--- config.mk ---
export PLATFORM = sky130hd
export DESIGN_NAME = mem_arbiter
export DESIGN_NICKNAME = d
export VERILOG_FILES = /design/src/rtl/mem_arbiter.sv
export SDC_FILE = /design/constraint.sdc
export NUM_CORES = 1
export LEC_CHECK = 0
export ABC_AREA = 1
export CAP_MARGIN = 15
export CORE_MARGIN = 8
export CORE_UTILIZATION = 40
export CTS_CLUSTER_DIAMETER = 200
export DETAILED_ROUTE_END_ITERATION = 6
export GPL_TIMING_DRIVEN = 1
export HOLD_SLACK_MARGIN = 0.1
export PLACE_DENSITY = 0.93
export SYNTH_ARGS = -nofsm -noshare
export SYNTH_HDL_FRONTEND = slang
export SYNTH_SLANG_ARGS = --single-unit
--- constraint.sdc ---
create_clock -name clk -period 1.75 [get_ports clk]
set_clock_uncertainty 0.05 [all_clocks]
set_input_delay 0.175 -clock clk [delete_from_list [all_inputs] [get_ports clk]]
set_output_delay 0.175 -clock clk [all_outputs]
set_load 0.02 [all_outputs]
--- src/rtl/mem_arbiter.sv ---
// mem_arbiter: shares one memory port between an instruction-fetch port and a
// load/store port. One transaction is outstanding at a time:
// IDLE (grant) -> ACCESS (MEM_LATENCY cycles) -> RESP (one-cycle rvalid).
//
// Handshake: a requester holds req_i until it sees gnt_o high in the same
// cycle; its address/data are sampled on that edge and ignored afterwards.
// The response is a single-cycle rvalid_o pulse on the owning port,
// MEM_LATENCY+1 cycles after the grant.
//
// Optional feature: define ARB_RR_EN to break ties toward the port that was
// not granted last. Without it, the data port always wins a tie.
module mem_arbiter #(
  parameter int ADDR_WIDTH  = 32,
  parameter int DATA_WIDTH  = 32,
  parameter int MEM_LATENCY = 2
) (
  input  logic                  clk,
  input  logic                  rst_n,
  input  logic                  if_req_i,
  input  logic [ADDR_WIDTH-1:0] if_addr_i,
  output logic                  if_gnt_o,
  output logic                  if_rvalid_o,
  output logic [DATA_WIDTH-1:0] if_rdata_o,
  input  logic                  d_req_i,
  input  logic                  d_we_i,
  input  logic                  d_byte_i,
  input  logic [ADDR_WIDTH-1:0] d_addr_i,
  input  logic [DATA_WIDTH-1:0] d_wdata_i,
  output logic                  d_gnt_o,
  output logic                  d_rvalid_o,
  output logic [DATA_WIDTH-1:0] d_rdata_o,
  output logic                  mem_req_o,
  output logic                  mem_we_o,
  output logic                  mem_byte_o,
  output logic [ADDR_WIDTH-1:0] mem_addr_o,
  output logic [DATA_WIDTH-1:0] mem_wdata_o,
  input  logic [DATA_WIDTH-1:0] mem_rdata_i,
  output logic                  busy_o
);

  typedef enum logic [1:0] {
    IDLE   = 2'd0,
    ACCESS = 2'd1,
    RESP   = 2'd2
  } state_t;

  // Counter only needs to hold MEM_LATENCY-1.
  localparam int CNT_W = (MEM_LATENCY > 1) ? $clog2(MEM_LATENCY) : 1;
  localparam logic [CNT_W-1:0] CNT_LOAD = CNT_W'(MEM_LATENCY - 1);

  // Owner encoding: 1 = data port, 0 = fetch port.
  localparam logic OWN_IF = 1'b0;
  localparam logic OWN_D  = 1'b1;

  state_t                state_q, state_d;
  logic [CNT_W-1:0]      cnt_q, cnt_d;
  logic                  owner_q, owner_d;
  logic [ADDR_WIDTH-1:0] addr_q, addr_d;
  logic                  we_q, we_d;
  logic                  byte_q, byte_d;
  logic [DATA_WIDTH-1:0] wdata_q, wdata_d;
  logic [DATA_WIDTH-1:0] rdata_q, rdata_d;
  logic                  pick_d;
`ifdef ARB_RR_EN
  logic                  last_q, last_d;
`endif

  // Arbitration: decide which port wins when the FSM is idle.
  always_comb begin
    pick_d = d_req_i;
`ifdef ARB_RR_EN
    if (d_req_i && if_req_i) pick_d = (last_q == OWN_IF);
`endif
    d_gnt_o  = rst_n && (state_q == IDLE) && d_req_i && pick_d;
    if_gnt_o = rst_n && (state_q == IDLE) && if_req_i && !pick_d;
  end

  // Next-state logic: latch the winner on grant, count latency, respond.
  always_comb begin
    state_d = state_q;
    cnt_d   = cnt_q;
    owner_d = owner_q;
    addr_d  = addr_q;
    we_d    = we_q;
    byte_d  = byte_q;
    wdata_d = wdata_q;
    rdata_d = rdata_q;
`ifdef ARB_RR_EN
    last_d  = last_q;
`endif
    unique case (state_q)
      IDLE: begin
        if (d_gnt_o) begin
          owner_d = OWN_D;
          addr_d  = d_addr_i;
          we_d    = d_we_i;
          byte_d  = d_byte_i;
          wdata_d = d_wdata_i;
          cnt_d   = CNT_LOAD;
          state_d = ACCESS;
`ifdef ARB_RR_EN
          last_d  = OWN_D;
`endif
        end else if (if_gnt_o) begin
          owner_d = OWN_IF;
          addr_d  = if_addr_i;
          we_d    = 1'b0;
          byte_d  = 1'b0;
          wdata_d = '0;
          cnt_d   = CNT_LOAD;
          state_d = ACCESS;
`ifdef ARB_RR_EN
          last_d  = OWN_IF;
`endif
        end
      end
      ACCESS: begin
        if (cnt_q == '0) begin
          // Stores return a zero word so rdata never carries stale bus data.
          rdata_d = we_q ? '0 : mem_rdata_i;
          state_d = RESP;
        end else begin
          cnt_d = cnt_q - 1'b1;
        end
      end
      RESP: begin
        state_d = IDLE;
      end
      default: begin
        state_d = IDLE;
      end
    endcase
  end

  // State and datapath registers with synchronous active-low reset.
  always_ff @(posedge clk) begin
    if (!rst_n) begin
      state_q <= IDLE;
      cnt_q   <= '0;
      owner_q <= OWN_D;
      addr_q  <= '0;
      we_q    <= 1'b0;
      byte_q  <= 1'b0;
      wdata_q <= '0;
      rdata_q <= '0;
`ifdef ARB_RR_EN
      last_q  <= OWN_D;
`endif
    end else begin
      state_q <= state_d;
      cnt_q   <= cnt_d;
      owner_q <= owner_d;
      addr_q  <= addr_d;
      we_q    <= we_d;
      byte_q  <= byte_d;
      wdata_q <= wdata_d;
      rdata_q <= rdata_d;
`ifdef ARB_RR_EN
      last_q  <= last_d;
`endif
    end
  end

  // Memory port and response outputs decoded from registered state.
  always_comb begin
    mem_req_o   = (state_q == ACCESS);
    mem_we_o    = (state_q == ACCESS) && we_q;
    mem_byte_o  = (state_q == ACCESS) && byte_q;
    mem_addr_o  = (state_q == ACCESS) ? addr_q  : '0;
    mem_wdata_o = (state_q == ACCESS) ? wdata_q : '0;
    if_rvalid_o = (state_q == RESP) && (owner_q == OWN_IF);
    d_rvalid_o  = (state_q == RESP) && (owner_q == OWN_D);
    if_rdata_o  = rdata_q;
    d_rdata_o   = rdata_q;
    busy_o      = (state_q != IDLE);
  end

endmodule

Word-level counts from Yosys, hierarchy flattened

Cells that the tools add are included.

Add/sub/neg operators: 1
Multiply operators: 0
Div/mod/pow operators: 0
$lt $le $gt $ge: 0
Equality and inequality tests: 4
Shifts and indexed selects: 0
Muxes and demuxes: 19
Bitwise gates (word level): 2
Reduce and logical (&&, ||, !) cells: 18

Operators by type and width:

| kind                | count |
|---|---|
| $mux 32             | 7 |
| $logic_and 1x1->1   | 9 |
| $reduce_and 2->1    | 4 |
| $mux 1              | 7 |
| $mux 2              | 3 |
| $reduce_bool 2->1   | 3 |
| $pmux 2 s2          | 1 |
| $ne 3x3->1 const B  | 1 |
| $eq 2x1->1 const B  | 1 |
| $eq 2x2->1 const B  | 1 |
| $logic_not 2->1     | 1 |
| $ne 2x2->1 const B  | 1 |
| $not 1->1           | 2 |
| $pmux 1 s2          | 1 |
| $logic_not 1->1     | 1 |
| $sub 1x1->1 const B | 1 |

Bits in registers: 102
Latch bits: 0
Memory bits (writable): 0
ROM bits: 0
Input bits: 134
Output and inout port bits: 136
Word-level logic and storage cells: 52
Memories kept: 0

Longest topological paths before layout

Depth in word-level cells: 7
Depth in mapped cells: 7
Gate-level depth less buffers: 6

Worst setup path after synthesis

Ideal clock, no wire load.

Kind: flip-flop to output port
Start point: reg state_q[0]
End point: out if_gnt_o
Arrival: 1,206 ps
Data required time: 1,525 ps
Setup slack: 319 ps
Stages on the path, launching flop included: 6
Buffers on the path: 2
Path through: dfxtp_1 nor2_2 nand3_2 buf_4 buf_2 nor2_1

Cells in the longest elaborated chain, start to end: 4

Ends and longest elaborated chain:

| element                        | RTL line | RTL |
|---|---|---|
| start, declared                | 55       | `state_t state_q, state_d;` |
| start signal, assigned         | 150      | `state_q <= state_d;` |
| $logic_not 2->1                | 75       | `if_gnt_o = rst_n && (state_q == IDLE) && if_req_i && !pick_d;` |
| $logic_and 1x1->1 (3 in a row) | 75       |  |
| end, declared                  | 21       | `output logic if_gnt_o,` |

No other way between the ends.

Worst setup path after layout

Start point: reg state_q[1]
End point: out mem_byte_o

Cells in the longest elaborated chain, start to end: 2

Ends and longest elaborated chain:

| element           | RTL line | RTL |
|---|---|---|
| $eq 2x1->1        | 168      | `mem_byte_o = (state_q == ACCESS) && byte_q;` |
| $logic_and 1x1->1 | 168      |  |
| end, declared     | 34       | `output logic mem_byte_o,` |

No other way between the ends.

==> metrics.txt <==
status=completed; WP buf/inv=3; Die Footprint=16,500 um2; Critical Path RT=1520 ps; port buffer count=269; GRT Total Usage=0.191; Worst path slowest cell=dfxtp_2; PnR Total Power=5.99 mW; maxcap violations=0; # H-tree levels=3; Starting Density=0.405; CP Launch Type=flop; PostCTS Resize Cnt=129; slowest stage delay, CP=330 ps; die width=129 um; largest net degree at the start of global routing=70; CTS Hold Bufs=0; share of cells above drive strength 1=0.107; critical path class=reg -> out; total grt overflow=0; number of synthesized register bits=102; Root Driver=clkbuf_16; FMAX=596 MHz; total CTS buffers=9; CTS tree=done; core area=12,500 um2; number of fill cells in the layout=1,138; VDD IR-drop max=0.576 mV; first-pass GRT wire length=25,600 um; I/O pins=270; worst path arrival time=1450 ps; cell area after synthesis=5070 um2; Synth Warn #=0; Max-slew headroom=0.713; P_leak=3.41 nW; fin crit period=1680 ps; final net count=1,151; Die H=129 um; synthesized area per cell=6.34 um2; Slew Limit Fails=0; Cell Count, Final, Fillers Out=1,194; syn nets=933; ant diodes=0; drt pass-1 iters=5; DR iter-0 viols=364; total number of vias=5,455; finished layout cell area=7790 um2; Syn Inst Count=799; top cell type's share of synthesized area=0.403; Synth area leaders=dfxtp_1, nor2_1, nand2_1; kind of cell adding the most delay to the critical path=buffers and inverters; number of clock sinks=102; Yosys top cell by area=dfxtp_1; clk slew on worst S/H paths=70 ps; post-route ant nets=0; Inst Count DP=1,178; postcts setup bufs=0; Multi-input gate area=2140 um2; Layout area overhead=53.8%; CP Capture Type=primary output; PwrDens=768 nW/um2; Seq. cell area=2040 um2; Cell variety after synth=17; Worst Max-Slew Pin Slew=431 ps; clk buf depth=2; Rows=41; post-synthesis sequential area ratio=0.403; DRC viols=0; Final Setup Violations=0; crit share post-route=0.959; vias per cell=4.57; Placer Congestion=0.801; worst skew pair latency=330 ps; critical path fanouts, max=27; WL final=16,600 um; vias in the first global route=5,158; worst hold-check path type=in -> reg; DR WL/cell=13.9 um; final hold violations=0; hpwl dp=12,600 um; initial antenna violation count=0; Placed Area=7740 um2; cell-by-cell listing of the critical path=inv_1 > nand2_2 > buf_12 > nor2_1 > clkdlybuf4s15_1
power by group:
group	total (mW)	switching, mW	internal (mW)
Sequential	2.57	0.0807	2.49
Combinational	1.50	0.784	0.720
Clock	1.92	0.869	1.05
per-stage QoR:
stage	utilization	hold slack (ps)	TNS [ps]	setup slack, ps
floorplan	-	273	0	319
global placement	0.618	408	-4420	-153
detailed placement	0.618	413	-6320	-159
CTS	0.640	330	-44.5	-44.5
global route	0.623	337	-0.0673	-0.0423
finish	0.623	345	0	72.3
synthesized netlist by cell type:
cell type,n
nand3_2,2
buf_1,4
buf_2,26
a21oi_1,66
nor2_1,166
inv_1,105
nand2_1,165
nor2_2,2
nand3_1,99
dfxtp_1,102
clkbuf_1,18
o21ai_0,2
inv_2,2
buf_4,37
nor3_1,1
nor3b_1,1
buf_6,1
cells in the final DEF (no fill, tap or decap), types with 2 or more instances in the layout:
cell type / count
clkinvlp_4: 3
buf_12: 7
a21oi_1: 66
nor2_1: 166
clkdlybuf4s50_1: 197
inv_2: 2
nand2_1: 164
clkbuf_2: 47
nand3_1: 99
clkbuf_16: 9
clkdlybuf4s15_1: 6
dfxtp_1: 100
inv_1: 105
dfxtp_2: 2
buf_4: 18
clkbuf_8: 2
o21ai_0: 2
dlygate4sd2_1: 5
clkdlybuf4s15_2: 9
buf_2: 4
worst register-to-register path, cell delays in order, from the launching register on:
cell and delay [ps]:
dfxtp_2 350, inv_1 70, nand2_2 130, buf_4 220, nor2_2 80, inv_1 120, buf_12 190, nand2_1 90
a21oi_1 180
path summary, 6_finish.rpt:
check           startpoint            to  slack [ps]  depth (start not counted)
min          d_wdata_i[13]   wdata_q[13]         350                          3
max             state_q[1]    mem_byte_o          70                          5
max reg2reg     state_q[1]  d_rdata_o[7]         200                          8
min reg2reg   d_rdata_o[5]  d_rdata_o[5]         430                          2
metal layers:
layer	vias to the layer above	track usage	part of all wire
met4	0	0.0670	0.020
met2	192	0.335	0.50
met5	-	0	0
li1	2829	-	-
met1	2413	0.218	0.40
met3	21	0.0554	0.083
kinds of logic (layout without fill, tap and decap cells):
| family | Yosys count | in the layout | synth area share |
|---|---|---|---|
| AO/OA/AOI/OAI | 68 | 68 | 0.0671 |
| flip-flops | 102 | 102 | 0.403 |
| AND/OR/NAND/NOR | 436 | 436 | 0.352 |
| buffers and inverters | 193 | 416 | 0.178 |
area by class of cell:
cell class                 count  share of cell area
multi-input combinational    504               0.274
clock buffer                  12              0.0329
clock inverter                 4             0.00401
timing repair buffer         293               0.347
sequential                   102               0.262
inverter                     107              0.0515
tap                          172              0.0276
flip-flops by register name, summed over array words and instances (netlist names):
signal     flops
wdata_q       32
cnt_q          1
byte_q         1
addr_q        32
we_q           1
d_rdata_o     32
state_q        2
owner_q        1
Power figures use the tool's default switching activity.
